## config.mk

```make
export PLATFORM = sky130hd
export DESIGN_NAME = reg_file
export DESIGN_NICKNAME = d
export VERILOG_FILES = /design/src/rtl/reg_file_pkg.sv /design/src/rtl/reg_file_read_port.sv /design/src/rtl/reg_file.sv
export SDC_FILE = /design/constraint.sdc
export NUM_CORES = 2
export LEC_CHECK = 0
export BUFFER_PORTS_ARGS = -buffer_cell sky130_fd_sc_hd__clkbuf_2
export CAP_MARGIN = 10
export CORE_AREA = 2 2 285 569
export DETAILED_ROUTE_END_ITERATION = 8
export DIE_AREA = 0 0 287 571
export MAX_ROUTING_LAYER = met4
export PLACE_DENSITY = 0.53
export REMOVE_ABC_BUFFERS = 1
export SYNTH_ARGS = -nofsm -noshare
export SYNTH_HDL_FRONTEND = slang
export SYNTH_SLANG_ARGS = --single-unit
```

## constraint.sdc

```tcl
create_clock -name clk -period 6.2 [get_ports clk]
set_input_delay 0.62 -clock clk [delete_from_list [all_inputs] [get_ports clk]]
set_output_delay 0.62 -clock clk [all_outputs]
set_load 0.02 [all_outputs]
```

## src/rtl/reg_file_pkg.sv

```systemverilog
// Shared MIPS register-file constants: architectural register indices and default widths.
// Imported by the register file, its read ports, and the control/decode blocks.
package reg_file_pkg;
    localparam int REG_ZERO   = 0;
    localparam int REG_SP     = 29;
    localparam int REG_RA     = 31;
    localparam int DEF_DATA_W = 32;
    localparam int DEF_ADDR_W = 5;
endpackage

```

## src/rtl/reg_file_read_port.sv

```systemverilog
// One combinational read port: forces index 0 to zero, optionally forwards same-cycle write data.
// Latency 0; no backpressure.
module rf_read_port
    import reg_file_pkg::*;
#(
    parameter int DATA_W = DEF_DATA_W,
    parameter int ADDR_W = DEF_ADDR_W
) (
    input  logic              i_byp_en,
    input  logic [ADDR_W-1:0] i_rd_addr,
    input  logic [DATA_W-1:0] i_stored,
    input  logic              i_wr_vld,
    input  logic [ADDR_W-1:0] i_wr_addr,
    input  logic [DATA_W-1:0] i_wr_data,
    output logic [DATA_W-1:0] o_rd_data
);
    logic w_is_zero;
    logic w_hit;

    assign w_is_zero = (i_rd_addr == ADDR_W'(REG_ZERO));
    // i_wr_vld already excludes reset and writes to index 0
    assign w_hit     = i_byp_en && i_wr_vld && (i_rd_addr == i_wr_addr);

    always_comb begin
        o_rd_data = i_stored;
        if (w_is_zero)
            o_rd_data = '0;
        else if (w_hit)
            o_rd_data = i_wr_data;
    end
endmodule

```

## src/rtl/reg_file.sv

```systemverilog
// 32x32 MIPS register file: two operand read ports (optional bypass), one write port, one debug port.
// Read latency 0, write latency 1; no handshake, one write per cycle.
module reg_file
    import reg_file_pkg::*;
#(
    parameter int              DATA_W  = DEF_DATA_W,
    parameter int              ADDR_W  = DEF_ADDR_W,
    parameter bit              BYPASS  = 1'b1,
    parameter logic [DATA_W-1:0] SP_INIT = '0
) (
    input  logic              clk,
    input  logic              rst,
    input  logic [ADDR_W-1:0] rd_addr1,
    output logic [DATA_W-1:0] rd_data1,
    input  logic [ADDR_W-1:0] rd_addr2,
    output logic [DATA_W-1:0] rd_data2,
    input  logic              wr_en,
    input  logic [ADDR_W-1:0] wr_addr,
    input  logic [DATA_W-1:0] wr_data,
    input  logic [ADDR_W-1:0] dbg_addr,
    output logic [DATA_W-1:0] dbg_data
);
    localparam int DEPTH = 2 ** ADDR_W;

    // Register 0 has no storage; the read ports return zero for it.
    logic [DATA_W-1:0] r_regs [1:DEPTH-1];

    logic              w_wr_vld;
    logic [DATA_W-1:0] w_stored1;
    logic [DATA_W-1:0] w_stored2;
    logic [DATA_W-1:0] w_stored_dbg;

    assign w_wr_vld = !rst && wr_en && (wr_addr != ADDR_W'(REG_ZERO));

    always_ff @(posedge clk) begin
        if (rst) begin
            for (int i = 1; i < DEPTH; i++)
                r_regs[i] <= (i == REG_SP) ? SP_INIT : '0;
        end else if (w_wr_vld) begin
            r_regs[wr_addr] <= wr_data;
        end
    end

    always_comb begin
        w_stored1    = '0;
        w_stored2    = '0;
        w_stored_dbg = '0;
        if (rd_addr1 != ADDR_W'(REG_ZERO)) w_stored1    = r_regs[rd_addr1];
        if (rd_addr2 != ADDR_W'(REG_ZERO)) w_stored2    = r_regs[rd_addr2];
        if (dbg_addr != ADDR_W'(REG_ZERO)) w_stored_dbg = r_regs[dbg_addr];
    end

    rf_read_port #(.DATA_W(DATA_W), .ADDR_W(ADDR_W)) u_rd1 (
        .i_byp_en  (BYPASS),
        .i_rd_addr (rd_addr1),
        .i_stored  (w_stored1),
        .i_wr_vld  (w_wr_vld),
        .i_wr_addr (wr_addr),
        .i_wr_data (wr_data),
        .o_rd_data (rd_data1)
    );

    rf_read_port #(.DATA_W(DATA_W), .ADDR_W(ADDR_W)) u_rd2 (
        .i_byp_en  (BYPASS),
        .i_rd_addr (rd_addr2),
        .i_stored  (w_stored2),
        .i_wr_vld  (w_wr_vld),
        .i_wr_addr (wr_addr),
        .i_wr_data (wr_data),
        .o_rd_data (rd_data2)
    );

    // Debug/trace view must show architectural state only, so forwarding is off.
    rf_read_port #(.DATA_W(DATA_W), .ADDR_W(ADDR_W)) u_dbg (
        .i_byp_en  (1'b0),
        .i_rd_addr (dbg_addr),
        .i_stored  (w_stored_dbg),
        .i_wr_vld  (w_wr_vld),
        .i_wr_addr (wr_addr),
        .i_wr_data (wr_data),
        .o_rd_data (dbg_data)
    );
endmodule
```

==> summary.txt <==
Power and ir drop
  • Worst vdd ir: 0.000232 V
  • Total power: roughly 0.018 W
  • Static leakage: 23.5 nW
  • Pwr/cell area: 259 nW/um2

Floorplanning
  • Boundary pin count: about 150
  • Die ar.: 164000 um2
  • Core box area: 160000 um2
  • Std cell rows: 208
  • Initial Util: 0.398
  • DIE WIDTH: between 200 and 300 um
  • Overall die height: 571 um

Critical path
  • Data required, critical path: around 5600 ps
  • Crit Path Max Fanout: 32
  • Critical Path Start Type: input pin
  • CP arrival: 4010 ps
  • Critical path class: in -> out
  • CP endpoint kind: primary output

Clock tree
  • Cts bufs inserted: 102
  • Clock sinks: 1024
  • Root Buffer: clkbuf_16
  • CTS tree: yes
  • Post-CTS resize count: 0
  • Reg clk slew, reported paths: 60 ps
  • H-tree depth: 3
  • Cts hold-fix bufs: 0
  • Post-CTS Repair Setup Buffers: 0
  • Bufs on Longest Clock Path: 3

Global routing
  • Pin count of the biggest net entering global routing: 100
  • Vias in the first global route: 43300
  • Congestion Overflow GR: 0
  • First-pass GRT wire length: 359000 um
  • Initial antenna violation count: 38
  • Tot GR Track Use: 0.330

Worst hold path
  • Hold Crit Class: in -> reg

Drt
  • Pre-antenna DRT Iters: 6
  • Drt drc: 0
  • Routed via count: 43000
  • Routed Antenna Nets: 0
  • Drt via density: around 6.8
  • Initial DRC Count: 6428
  • Routed len/inst: roughly 41 um
  • Routed WL: 262000 um

Run status
  • Outcome: finished clean

Timing
  • Accumulated negative setup slack: 0 ps
  • Post-route minimum period: 4630 ps
  • Final hold vios: 0
  • Final setup violation count: 0
  • Relative slew margins: 0.121
  • Tightest Pin Transition: ~1300 ps
  • Final period util: 0.747
  • Max Fclk: roughly 220 MHz
  • RSZ-0062 raised after global routing: false
  • Max Slew Vio Count: 0

Finish
  • Fill count: roughly 14000
  • Area delta synth->final: 10.4%
  • Multi-input gate area in the final layout: 30800 um2
  • FF+latch area: just over 30000 um2
  • Top reg by flops: r_regs
  • Layout cells sized above 1: 0.337
  • Layout Nets: between 4000 and 5000
  • Top flop regs: r_regs x1024
  • Max reg flops: 1024
  • Fin util: 0.439

Placement
  • RD Place Congestion: a little under 0.9
  • Post-DP HPWL: 159000 um
  • # port buffers: 150

Synthesis
  • Flops & latches, synth: ~1000
  • Avg Inst Size Synth: 15.2 um2
  • Mapped Area: approximately 64000 um2
  • Yosys Warn Count: 0
  • Post-synth top area share: 0.483
  • Seq/Total Area, Yosys: 0.483
  • Cell taking the most area after synthesis: edfxtp_1
  • Synthesized instance count: about 4200
  • Netlist cell types: 41
  • Synth top area cells: edfxtp_1 48%, mux4_2 28%, and2_1 10%

Flow run
  • Max-cap violations: 0
-- routing by layer --
| layer | wire length [um] | vias up | global-route usage |
|---|---|---|---|
| met2 | 125000 | 3064 | 0.508 |
| li1 | - | 16600 | - |
| met5 | 0 | - | - |
| met4 | 15000 | 0 | 0.172 |
| met1 | 96900 | 22600 | 0.412 |
| met3 | 25600 | 680 | 0.0685 |
-- report_power, final --
group / switching (W) / internal, W
logic: 0.00188 / 0.00131
clock network: 0.00292 / 0.00374
registers: 0.000290 / 0.00801
total: 0.00509 / 0.0131
-- stage by stage --
| step | instance area, um2 | std cells | worst slack (ps) | hold WS [ps] |
|---|---|---|---|---|
| finish | 70200 | 6351 | 1570 | 440 |
| global route | 70200 | 6341 | 1560 | 442 |
| CTS | 70200 | 6323 | 1750 | 391 |
| detailed placement | 66700 | 6136 | 1750 | 1180 |
| global placement | 66700 | 6136 | 1840 | 1170 |
| floorplan | 61500 | 3732 | 1100 | 719 |
-- area by class of cell --
cell class	instances	share of cell area
Sequential cell	1024	0.438
Timing Repair Buffer	304	0.0319
Tap cell	2100	0.0374
Inverter	68	0.00363
Clock buffer	110	0.0371
Multi-Input combinational cell	2640	0.439
Clock inverter	77	0.0119
Antenna cell	28	0.000998
-- synthesized netlist by cell type, drive strengths merged --
master and count:
o41ai 1, inv 3, or2 31, a211oi 30
o31a 1, o221ai 121, nand4 64, o31ai 25
a221oi 2, a311o 1, nand3b 5, conb 1
a22o 128, nor2b 6, a31o 3, nand3 2
o22ai 25, clkinv 65, nor4 1, mux2 57
nand2 6, or3b 4, mux2i 114, edfxtp 1024
and2 1044, buf 164, xor2 10, nor3 30
a21oi 5, or3 3, mux4 782, nor2 107
clkbuf 323
-- kinds of logic after synthesis --
logic type,synth area share
AND/OR/NAND/NOR,0.124
flip-flops,0.483
multiplexers,0.305
buffers and inverters,0.0391
AO/OA/AOI/OAI,0.0477
XOR/XNOR,0.00138
other,0.0000590
-- final timing paths --
path,start,endpoint,cells after the start
worst max-delay path,rst,rd_data2[5],8
worst min-delay path,wr_data[22],r_regs[0][22],2
-- cell usage in the layout (no fill, tap or decap), drive strengths merged, types with 3 or more instances in the layout --
cell / Yosys / layout
and2: 1044 / 1044
edfxtp: 1024 / 1024
mux4: 782 / 782
clkbuf: 323 / 249
buf: 164 / 165
a22o: 128 / 128
o221ai: 121 / 121
mux2i: 114 / 114
clkinv: 65 / 109
nor2: 107 / 107
nand4: 64 / 64
mux2: 57 / 57
conb: 1 / 32
or2: 31 / 31
a211oi: 30 / 30
nor3: 30 / 30
diode: 0 / 28
o22ai: 25 / 25
o31ai: 25 / 25
bufinv: 0 / 17
clkinvlp: 0 / 13
xor2: 10 / 10
nand2: 6 / 6
nor2b: 6 / 6
inv: 3 / 6
a21oi: 5 / 5
nand3b: 5 / 5
or3b: 4 / 4
or3: 3 / 3
a31o: 3 / 3
-- critical path, cell delays in order --
cell and delay, ps:
clkbuf_2 310, nor2b_2 320, o31a_2 430, buf_4 430
a31o_2 990, buf_4 340, o221ai_1 270, clkbuf_2 270
(Power assumes the default switching activity.)
